`src/rtl/alu16_pkg.sv`:
```
`default_nettype none
// ============================================================================
// Module      : alu16_pkg
// Description : Shared types and 74181 control constants for the alu16
//               32-bit sequencer. Also holds the op -> (mode, sel, cin)
//               decode used for both ALU passes.
// Revision    : 1.0 - initial release
// ============================================================================
package alu16_pkg;

  typedef enum logic [1:0] {
    OP_ADD = 2'd0,
    OP_SUB = 2'd1,
    OP_AND = 2'd2,
    OP_XOR = 2'd3
  } op_e;

  typedef enum logic [1:0] {
    IDLE = 2'd0,
    LO   = 2'd1,
    HI   = 2'd2,
    RESP = 2'd3
  } state_e;

  // 74181 function selects, active-high data convention
  localparam logic [3:0] SEL_ADD  = 4'b1001;  // M=0: A plus B
  localparam logic [3:0] SEL_SUB  = 4'b0110;  // M=0: A minus B minus 1
  localparam logic [3:0] SEL_AND  = 4'b1011;  // M=1: A and B
  localparam logic [3:0] SEL_XOR  = 4'b0110;  // M=1: A xor B
  localparam logic [3:0] SEL_IDLE = 4'b0000;

  typedef struct packed {
    logic       mode;
    logic [3:0] sel;
    logic       cin;   // logical (active-high) carry in
  } alu_ctl_t;

  function automatic logic alu16_is_logic(input op_e op);
    return (op == OP_AND) || (op == OP_XOR);
  endfunction

  // Control word for one pass. The high pass of ADD/SUB chains the low-pass
  // carry; SUB's low pass injects 1 to turn A-B-1 into A-B.
  function automatic alu_ctl_t alu16_decode(input op_e op, input logic hi_pass,
                                            input logic c_lo);
    alu_ctl_t ctl;
    ctl.mode = 1'b1;
    ctl.sel  = SEL_IDLE;
    ctl.cin  = 1'b0;
    case (op)
      OP_ADD: begin
        ctl.mode = 1'b0;
        ctl.sel  = SEL_ADD;
        ctl.cin  = hi_pass ? c_lo : 1'b0;
      end
      OP_SUB: begin
        ctl.mode = 1'b0;
        ctl.sel  = SEL_SUB;
        ctl.cin  = hi_pass ? c_lo : 1'b1;
      end
      OP_AND: begin
        ctl.mode = 1'b1;
        ctl.sel  = SEL_AND;
      end
      OP_XOR: begin
        ctl.mode = 1'b1;
        ctl.sel  = SEL_XOR;
      end
      default: ;
    endcase
    return ctl;
  endfunction

endpackage
`default_nettype wire

```
`src/rtl/alu16_seq32_if.sv`:
```
`default_nettype none
// ============================================================================
// Module      : alu16_seq32_if
// Description : Command/response channel between a requester and the
//               alu16_seq32 sequencer.
//               req_*: valid/ready command (op, a, b)
//               rsp_*: valid/ready response (result, carry, zero)
// Revision    : 1.0 - initial release
// ============================================================================
interface alu16_seq32_if;
  logic        req_valid;
  logic        req_ready;
  logic [1:0]  req_op;
  logic [31:0] req_a;
  logic [31:0] req_b;
  logic        rsp_valid;
  logic        rsp_ready;
  logic [31:0] rsp_result;
  logic        rsp_carry;
  logic        rsp_zero;

  modport master (
    output req_valid, req_op, req_a, req_b, rsp_ready,
    input  req_ready, rsp_valid, rsp_result, rsp_carry, rsp_zero
  );

  modport slave (
    input  req_valid, req_op, req_a, req_b, rsp_ready,
    output req_ready, rsp_valid, rsp_result, rsp_carry, rsp_zero
  );
endinterface
`default_nettype wire

```
`src/rtl/alu16_seq32.sv`:
```
`default_nettype none
// ============================================================================
// Module      : alu16_seq32
// Description : Runs 32-bit ADD/SUB/AND/XOR on a single 16-bit 74181-based
//               alu16 in two passes (low word, then high word), chaining the
//               low-pass carry into the high pass.
//               Ports: clk, rst (async active-high)
//                      bus    : command/response channel (slave side)
//                      alu_*  : drives every alu16 input, reads result/cout
// Revision    : 1.0 - initial release
// ============================================================================
module alu16_seq32
  import alu16_pkg::*;
#(
  parameter bit CARRY_ACTIVE_LOW = 1'b1
) (
  input  wire logic        clk,
  input  wire logic        rst,
  alu16_seq32_if.slave     bus,
  output logic      [15:0] alu_a,
  output logic      [15:0] alu_b,
  output logic             alu_mode,
  output logic      [3:0]  alu_sel,
  output logic             alu_cin,
  input  wire logic [15:0] alu_result,
  input  wire logic        alu_cout
);

  state_e      r_state;
  state_e      w_state_nxt;
  op_e         r_op;
  logic [31:0] r_a;
  logic [31:0] r_b;
  logic [15:0] r_res_lo;
  logic        r_c_lo;
  logic [31:0] r_result;
  logic        r_carry;
  logic        r_zero;

  alu_ctl_t    w_ctl;
  logic        w_cout_log;
  logic [31:0] w_full;

  assign w_ctl      = alu16_decode(r_op, (r_state == HI), r_c_lo);
  assign w_cout_log = alu_cout ^ CARRY_ACTIVE_LOW;
  assign w_full     = {alu_result, r_res_lo};

  assign bus.req_ready  = (r_state == IDLE);
  assign bus.rsp_valid  = (r_state == RESP);
  assign bus.rsp_result = r_result;
  assign bus.rsp_carry  = r_carry;
  assign bus.rsp_zero   = r_zero;

  always_ff @(posedge clk or posedge rst) begin
    if (rst) r_state <= IDLE;
    else     r_state <= w_state_nxt;
  end

  // Next state plus ALU drive. Outside LO/HI the ALU sees a fixed, X-free
  // idle pattern with the carry pin at its logical-0 level.
  always_comb begin
    w_state_nxt = r_state;
    alu_a       = 16'h0000;
    alu_b       = 16'h0000;
    alu_mode    = 1'b1;
    alu_sel     = SEL_IDLE;
    alu_cin     = CARRY_ACTIVE_LOW;
    case (r_state)
      IDLE: if (bus.req_valid) w_state_nxt = LO;
      LO: begin
        alu_a       = r_a[15:0];
        alu_b       = r_b[15:0];
        alu_mode    = w_ctl.mode;
        alu_sel     = w_ctl.sel;
        alu_cin     = w_ctl.cin ^ CARRY_ACTIVE_LOW;
        w_state_nxt = HI;
      end
      HI: begin
        alu_a       = r_a[31:16];
        alu_b       = r_b[31:16];
        alu_mode    = w_ctl.mode;
        alu_sel     = w_ctl.sel;
        alu_cin     = w_ctl.cin ^ CARRY_ACTIVE_LOW;
        w_state_nxt = RESP;
      end
      RESP: if (bus.rsp_ready) w_state_nxt = IDLE;
      default: w_state_nxt = IDLE;
    endcase
  end

  always_ff @(posedge clk or posedge rst) begin
    if (rst) begin
      r_op     <= OP_ADD;
      r_a      <= 32'h0;
      r_b      <= 32'h0;
      r_res_lo <= 16'h0;
      r_c_lo   <= 1'b0;
      r_result <= 32'h0;
      r_carry  <= 1'b0;
      r_zero   <= 1'b0;
    end else begin
      case (r_state)
        IDLE: if (bus.req_valid) begin
          r_op <= op_e'(bus.req_op);
          r_a  <= bus.req_a;
          r_b  <= bus.req_b;
        end
        LO: begin
          r_res_lo <= alu_result;
          r_c_lo   <= w_cout_log;
        end
        HI: begin
          r_result <= w_full;
          r_zero   <= (w_full == 32'h0);
          // The 74181 still drives Cout in logic mode; it is meaningless there
          r_carry  <= alu16_is_logic(r_op) ? 1'b0 : w_cout_log;
        end
        default: ;
      endcase
    end
  end

endmodule
`default_nettype wire

```
`src/flat_wrapper.sv`:
```
// flat-port wrapper written by rule: the top's interface ports become plain ports
module alu16_seq32_flat import alu16_pkg::*;
#(
  parameter bit CARRY_ACTIVE_LOW = 1'b1
)
  (clk, rst, alu_a, alu_b, alu_mode, alu_sel, alu_cin, alu_result, alu_cout, bus_req_valid, bus_req_op, bus_req_a, bus_req_b, bus_rsp_ready, bus_req_ready, bus_rsp_valid, bus_rsp_result, bus_rsp_carry, bus_rsp_zero);
  alu16_seq32_if bus_i ();
  input  wire logic clk;
  input  wire logic rst;
  output logic      [15:0] alu_a;
  output logic      [15:0] alu_b;
  output logic alu_mode;
  output logic      [3:0] alu_sel;
  output logic alu_cin;
  input  wire logic [15:0] alu_result;
  input  wire logic alu_cout;
  input wire logic [$bits(bus_i.req_valid)-1:0] bus_req_valid;
  input wire logic [$bits(bus_i.req_op)-1:0] bus_req_op;
  input wire logic [$bits(bus_i.req_a)-1:0] bus_req_a;
  input wire logic [$bits(bus_i.req_b)-1:0] bus_req_b;
  input wire logic [$bits(bus_i.rsp_ready)-1:0] bus_rsp_ready;
  output wire logic [$bits(bus_i.req_ready)-1:0] bus_req_ready;
  output wire logic [$bits(bus_i.rsp_valid)-1:0] bus_rsp_valid;
  output wire logic [$bits(bus_i.rsp_result)-1:0] bus_rsp_result;
  output wire logic [$bits(bus_i.rsp_carry)-1:0] bus_rsp_carry;
  output wire logic [$bits(bus_i.rsp_zero)-1:0] bus_rsp_zero;
  assign bus_i.req_valid = bus_req_valid;
  assign bus_i.req_op = bus_req_op;
  assign bus_i.req_a = bus_req_a;
  assign bus_i.req_b = bus_req_b;
  assign bus_i.rsp_ready = bus_rsp_ready;
  assign bus_req_ready = bus_i.req_ready;
  assign bus_rsp_valid = bus_i.rsp_valid;
  assign bus_rsp_result = bus_i.rsp_result;
  assign bus_rsp_carry = bus_i.rsp_carry;
  assign bus_rsp_zero = bus_i.rsp_zero;
  alu16_seq32 #(.CARRY_ACTIVE_LOW(CARRY_ACTIVE_LOW)) u_core (.clk(clk), .rst(rst), .bus(bus_i), .alu_a(alu_a), .alu_b(alu_b), .alu_mode(alu_mode), .alu_sel(alu_sel), .alu_cin(alu_cin), .alu_result(alu_result), .alu_cout(alu_cout));
endmodule
```
`config.mk`:
```
export PLATFORM = sky130hd
export DESIGN_NAME = alu16_seq32_flat
export DESIGN_NICKNAME = d
export VERILOG_FILES = /design/src/rtl/alu16_pkg.sv /design/src/rtl/alu16_seq32_if.sv /design/src/rtl/alu16_seq32.sv /design/src/flat_wrapper.sv
export SDC_FILE = /design/constraint.sdc
export NUM_CORES = 1
export LEC_CHECK = 0
export BUFFER_PORTS_ARGS = -buffer_cell sky130_fd_sc_hd__buf_4
export CAP_MARGIN = 20
export CORE_MARGIN = 3
export CORE_UTILIZATION = 46
export CTS_CLUSTER_SIZE = 25
export DETAILED_ROUTE_END_ITERATION = 16
export HOLD_SLACK_MARGIN = 0.02
export PLACE_DENSITY = 0.85
export SYNTH_ARGS = -nofsm -noshare
export SYNTH_HDL_FRONTEND = slang
export SYNTH_SLANG_ARGS = --single-unit
```
`constraint.sdc`:
```
create_clock -name clk -period 4.55 [get_ports clk]
set_input_delay 1.1375 -clock clk [delete_from_list [all_inputs] [get_ports clk]]
set_output_delay 1.1375 -clock clk [all_outputs]
set_load 0.02 [all_outputs]
```
# After elaboration in Yosys (flattened, before gate mapping)
# Index checks and enable logic that the tools add are counted.
[totals]
reg_bits = 119
input_bits = 87
wordCells = 39
out_inout_bits = 74
[op_classes]
reduce_logical = 7
n_bitwise = 2
n_mux = 13
eq_ne = 8
[op_table]
columns = ["op", "count"]
rows = [
  ["one-hot mux 16 bit (2 select lines)", 2],
  ["logical NOT 32 bit", 1],
  ["one-hot mux 5 bit (4 select lines)", 1],
  ["equality test 2 bit, second input constant", 4],
  ["one-hot mux 2 bit (4 select lines)", 1],
  ["two-way mux 1 bit", 5],
  ["equality test 2 x 1 -> 1 bit, second input constant", 2],
  ["logical NOT 2 bit", 2],
  ["two-way mux 2 bit", 2],
  ["two-way mux 4 bit", 1],
  ["!= test 2 bit, second input constant", 2],
  ["AND reduction 2 bit", 2],
  ["NOT 1 bit", 2],
  ["one-hot mux 1 bit (2 select lines)", 1],
  ["OR reduction 2 bit", 1],
  ["logical OR 1 bit", 1],
]

# Logic depth before layout (Yosys ltp)
# Gate-level depths: netlist of the first run.
[depth]
word_depth = 5
mapped_depth = 7
ltp_nobuf = 5

# Worst setup path after synthesis of the first run
# OpenSTA, ideal clock, no wires.
[synth_timing]
path_type = "register to output"
start = "reg u_core.r_state[1]"
end = "out alu_sel[3]"
arrival_ps = 1769
path_stages_with_launch = 7
slack_ps = 1644
required_ps = 3413
path_buffers = 3
cell_sequence = "dfrtp_1 > inv_1 > ha_1 > clkbuf_1 > clkbuf_1 > nor2b_1 > buf_4"
[synth_via]
elab_chain_cells = 3
word_cells_on_any_way = 4
cone_classes = "eq/ne: 2; mux: 1; reduce/logical: 1"
[synth_rtl]
columns = ["item", "line", "text"]
rows = [
  ["start, declared", "alu16_seq32.sv:29", "state_e r_state;"],
  ["start signal, assigned", "alu16_seq32.sv:56", "else r_state <= w_state_nxt;"],
  ["equality test 2 x 1 -> 1 bit or equality test 2 bit (tied branches)", "alu16_seq32.sv:68", "case (r_state)"],
  ["OR reduction 2 bit (no source line) *", "-", ""],
  ["two-way mux 4 bit *", "alu16_seq32.sv:68", ""],
  ["end, declared", "flat_wrapper.sv:13", "output logic [3:0] alu_sel;"],
]
# Mark *: on every way between the ends. The rest lies on a longest branch, timed or not.

# Final worst setup path of the first run
[layout_timing]
start = "reg u_core.r_state[0]"
end = "out alu_cin"
[layout_via]
elab_chain_cells = 5
word_cells_on_any_way = 8
cone_classes = "eq/ne: 2; mux: 4; bitwise: 1; reduce/logical: 1"
[layout_rtl]
columns = ["item", "line", "text"]
rows = [
  ["equality test 2 bit", "alu16_seq32.sv:44, alu16_seq32.sv:68", ""],
  ["two-way mux 1 bit (on tied branches)", "alu16_pkg.sv:59, alu16_pkg.sv:54", ""],
  ["one-hot mux 1 bit (2 select lines)", "alu16_pkg.sv:50", "case (op)"],
  ["NOT 1 bit (no source line)", "-", ""],
  ["two-way mux 1 bit *", "-", ""],
  ["end, declared", "flat_wrapper.sv:14", "output logic alu_cin;"],
]
# Marked as above.

==> impl_metrics.yaml, run 1 <==
status:
  status: "finished clean"
global_routing:
  grt_usage_pct: 19.2
  grt_max_degree: 67
  grt_overflow_total: 0
  grt_pass1_wl_um: 19300
  antenna_found_initial: 0
  grt_pass1_vias: 3795
synth:
  synth_top_area_cell: "dfrtp_1"
  syn-num-nets: 456
  ys_seq_area_share_pct: 56.2
  synth_top_area_share_pct: 56.2
  synth_warnings: 0
  syn_inst: 363
  synth_area_um2: 5300
  postSynthAreaPerCell_um2: 14.6
  synth_seq_cells: 119
  synth.distinct_cells: 25
  synthTopCellsByArea: "dfrtp_1, mux2_2, mux2_4"
power:
  leakagePower_nw: 3.39
  p_total_mw: 6.01
  power.ir.vdd_worst_mv: 0.499
  power_density_nw_per_um2: 843
placement:
  dpl_worst_slack_ns: 1.61
  dpl-instance-area_um2: 6580
  place.gp.congestion: 0.749
  io_buffers: 160
  hpwlAfterDp_um: 8260
worst_setup_path:
  critical_path.startpoint: "u_core.r_state[0]"
  critPathMaxFanout: 26
  start_kind: "register"
  r2r_slack_ns: 2.36
  cpMaxStageDelayCell: "dfrtp_1"
  cp_cell_sequence: "inv_1 > ha_1 > buf_4 > inv_1 > o21ai_0 > a21o_1 > buf_4"
  cp.arrival_ns: 2.27
  critical_path.top_delay_family: "buffers and inverters"
  critical_path_buf_inv_count: 4
  end_kind: "output pin"
  setup.worst_path.class: "register to output pin"
  r2r_start: "u_core.r_state[0]"
  required_ns: 3.41
  cpPeakStageDelay_ns: 0.41
min_path:
  hold_path.class: "register to register"
  min_from: "u_core.bus.rsp_result[23]"
final_layout:
  multiInputGateArea_um2: 2150
  antenna_cells: 0
  final_nets: 616
  layout.cells.most_common: "buf_4"
  drive_gt1_share_pct: 58.6
  design_area_um2: 7130
  final_cell_mix: "buf_4, dfrtp_1, mux2_2"
  nFillCells: 824
  ff_latch_area_um2: 2980
  area_growth_syn_to_layout_pct: 34.6
drt:
  route.detailed.drc: 0
  via_per_inst: 5.27
  vias: 3554
  drt-initial-drc-count: 165
  drt.antenna.violating_nets: 0
  post_drt_wl_per_cell_um: 17.8
  finalWirelength_um: 12000
  first_pass_iters: 4
cts:
  cts_sinks: 119
  clk-insertion-delay-late_ns: 0.40
  post-cts-setup-buffers: 0
  cts_tree: "yes"
  clockBufferDepth: 2
  cts_buffers: 17
  cts_resized: 0
  root_buffer: "clkbuf_16"
  htree_levels: 4
  cts-hold-fix-buffers: 0
  clk_pin_slew_ns: 0.05
timing:
  setup_viol: 0
  slew_violations: 0
  finClkSkew_ns: 0.00764
  fin_crit_sh_pct: 74.9
  finalHoldViolCount: 0
  slew_headroom_pct: 27.2
  setup-tns-final_ns: 0
  final.setup.worst_slack_ns: 1.14
  fmax_ghz: 0.293
  period_needed_ns: 3.41
  grt_setup_unrepaired: "no"
  tightest_slew_ns: 1.09
floorplan:
  fp.dieW_um: 113
  rows: 38
  ioPinCount: 161
  die_area_um2: 12800
  coreArea_um2: 11000
  die_height_um: 113
  start_util_pct: 48.1
flow_run:
  drv_cap: 0
power breakdown:
part / switching [mW] / leakage [nW] / internal [mW] / total (mW)
Combinational: 1.31 / 1.72 / 1.48 / 2.80
Clock: 0.451 / 0.269 / 0.810 / 1.26
Sequential: 0.340 / 1.40 / 1.61 / 1.95
Total: 2.11 / 3.39 / 3.91 / 6.01
sequential cells by signal, indices dropped and copies added (netlist names):
name / flops
u_core.bus.rsp_carry: 1
u_core.bus.rsp_result: 32
u_core.bus.rsp_zero: 1
u_core.r_a: 32
u_core.r_b: 32
u_core.r_c_lo: 1
u_core.r_op: 2
u_core.r_res_lo: 16
u_core.r_state: 2
cells by family after synthesis:
group	count (synthesis)	share of synthesized area, %
buffers and inverters	32	3.45
AND/OR/NAND/NOR	51	5.95
AO/OA/AOI/OAI	37	5.17
multiplexers	118	27.8
adder cells (fa/ha/maj)	6	1.42
flip-flops	119	56.2
area by class of cell:
class / count / area share [%]
Timing Repair Buffer: 166 / 17.5
Tap cell: 140 / 2.46
Multi-Input combinational cell: 212 / 30.2
Clock inverter: 9 / 1.46
Clock buffer: 21 / 6.31
Sequential cell: 119 / 41.7
Inverter: 7 / 0.403
worst paths after layout:
| kind | end | cells after the start |
|---|---|---|
| max | alu_cin | 7 |
| max reg2reg | u_core.r_a[14] | 4 |
| min | u_core.bus.rsp_result[23] | 1 |
| min reg2reg | u_core.bus.rsp_result[23] | 1 |
| max in group asynchronous | u_core.r_b[31] | 3 |
| min in group asynchronous | u_core.bus.rsp_result[20] | 2 |
metal layers:
layer,share of wire [%],global-route usage [%],vias up,wire [um]
li1,-,-,1617,-
met3,5.8,4.49,14,692
met2,51,32.3,127,6120
met5,0,0,-,0
met1,42,24.4,1796,5040
met4,1.3,6.33,0,157
synthesized netlist by cell type, drive strengths merged:
| master | instances |
|---|---|
| a22oi | 32 |
| a21o | 1 |
| ha | 6 |
| or3 | 1 |
| and2 | 1 |
| nor4 | 6 |
| clkbuf | 6 |
| nor2 | 3 |
| mux2i | 2 |
| o21a | 1 |
| nor4b | 1 |
| nand4 | 2 |
| nand2b | 2 |
| o22ai | 1 |
| o31ai | 1 |
| nand2 | 2 |
| o21ai | 1 |
| dfrtp | 119 |
| mux2 | 116 |
| inv | 7 |
| buf | 19 |
| nor2b | 33 |
stage by stage:
stage                     cells  utilization, %  hold WS, ns
final                       674            64.7        0.506
after CTS                   674            64.7        0.508
after global routing        674            64.7        0.523
after floorplan             363               -        0.480
after detailed placement    644            59.6        0.494
after global placement      644            59.6        0.485
Power figures use the tool's default switching activity.
==> run 2: changes to the inputs <==
CORE_UTILIZATION = 51   (was 46)
PLACE_DENSITY = 0.88   (was 0.85)
clock period = 3.3 ns   (was 4.55 ns; I/O delays follow)
==> impl_metrics.yaml, run 2 (synthesis gave the netlist of run 1 again) <==
floorplan:
  ioPinCount: 161
  start_util_pct: 53.3
  die_area_um2: 11700
  rows: 36
  fp.dieW_um: 108
  die_height_um: 108
  coreArea_um2: 9950
timing:
  finalHoldViolCount: 0
  slew_headroom_pct: 42.3
  fin_crit_sh_pct: 95.1
  grt_setup_unrepaired: "no"
  setup-tns-final_ns: 0
  period_needed_ns: 3.14
  slew_violations: 0
  finClkSkew_ns: 0.00832
  fmax_ghz: 0.319
  setup_viol: 0
  tightest_slew_ns: 0.864
drt:
  first_pass_iters: 4
  vias: 3600
  finalWirelength_um: 12400
  route.detailed.drc: 0
  via_per_inst: 5.37
  drt-initial-drc-count: 165
  drt.antenna.violating_nets: 0
  post_drt_wl_per_cell_um: 18.4
worst_setup_path:
  setup.worst_path.class: "register to output pin"
  cpMaxStageDelayCell: "ha_2"
  r2r_cells: 6
  start_kind: "register"
  cp.arrival_ns: 2.31
  cpPeakStageDelay_ns: 0.70
  required_ns: 2.47
  r2r_slack_ns: 1.15
  r2r-end: "u_core.bus.rsp_zero"
  critical_path.top_delay_family: "adder cells"
  critPathMaxFanout: 35
  end_kind: "output pin"
  cp_cell_sequence: "inv_1 > ha_2 > a22oi_1 > nor2b_1 > buf_4"
  crit_end: "alu_b[3]"
  critical_path.startpoint: "u_core.r_state[1]"
  critical_path_buf_inv_count: 2
  r2r_start: "u_core.r_state[0]"
  crit_cells: 5
final_layout:
  antenna_cells: 0
  final_nets: 617
  final_cell_mix: "buf_4, dfrtp_1, mux2_2"
  area_growth_syn_to_layout_pct: 36.4
  layout.cells.most_common: "buf_4"
  nFillCells: 660
  drive_gt1_share_pct: 59.6
  design_area_um2: 7230
placement:
  hpwlAfterDp_um: 8530
  place.gp.congestion: 0.756
  io_buffers: 160
  dpl-instance-area_um2: 6620
global_routing:
  grt_max_degree: 44
  top_usage_layer: "met2"
  antenna_found_initial: 0
  grt_pass1_vias: 3962
  gr-usage-met3_pct: 6.45
  grt_pass1_wl_um: 19800
  use_met2_pct: 37.3
  grt_overflow_total: 0
  grt_usage_pct: 22.0
  grtUsageMet1_pct: 27.4
cts:
  htree_levels: 4
  cts_resized: 0
  cts_sinks: 119
  clockBufferDepth: 2
  cts_buffers: 17
  clk_pin_slew_ns: 0.06
  cts_tree: "yes"
  root_buffer: "clkbuf_8"
  clk-insertion-delay-late_ns: 0.50
  post-cts-setup-buffers: 0
  cts-hold-fix-buffers: 0
power:
  power_density_nw_per_um2: 1170
  leakagePower_nw: 3.43
  power.ir.vdd_worst_mv: 0.627
min_path:
  hold_path.class: "primary input to asynchronous set/reset pin"
flow_run:
  drv_cap: 0
status:
  status: "finished clean"
## run 2: cell count changes in the layout (fill, tap and decap cells not counted), sizes merged
cell and delta:
inv +6, bufinv +1, clkbuf -3, clkinv -2
buf +1
## run 2: routing by layer
metal  share of wire, %  wire length, um
met3                7.1              883
met1                 42             5150
met2                 50             6240
met5                  0                0
met4               0.67               83
## run 2: layout make-up
class	count	area [um2]	share of cell area, %
Clock buffer	18	428	5.92
Timing Repair Buffer	167	1290	17.9
Sequential cell	119	2980	41.2
Tap cell	133	166	2.30
Inverter	7	30.0	0.415
Multi-Input combinational cell	212	2150	29.8
Clock inverter	14	185	2.56
## run 2: how the worst min path moves through the flow
stage                                     end  cells after the start                 from
finish              u_core.bus.rsp_result[19]                      2                  rst
global route                    u_core.r_c_lo                      2             alu_cout
CTS                 u_core.bus.rsp_result[19]                      2                  rst
detailed placement              u_core.r_a[9]                      1        u_core.r_a[9]
global placement          u_core.bus.rsp_zero                      2  u_core.bus.rsp_zero
floorplan                      u_core.r_a[10]                      1       u_core.r_a[10]
## run 2: metrics by stage
stage	utilization, %	power [mW]	cells	hold slack [ns]	worst slack (ns)
after CTS	72.6	8.56	670	0.494	0.131
final	72.6	8.49	670	0.495	0.163
after detailed placement	66.5	6.61	638	0.494	0.671
after floorplan	-	5.28	363	0.480	0.706
after global placement	66.5	6.44	638	0.485	0.755
after global routing	72.6	8.96	670	0.515	0.00981
## run 2: worst reg2reg max path, cell delays in order, from the launching register on
cell     delay (ns)
dfrtp_1        0.40
inv_1          0.16
ha_1           0.25
buf_4          0.42
nor4b_2        0.32
nand4_1        0.16
o31ai_1        0.33
## run 2: power by group
group | leakage, nW | internal, mW | switching [mW]
Combinational | 1.73 | 2.05 | 1.84
Sequential | 1.40 | 2.22 | 0.484
Clock | 0.298 | 1.19 | 0.700
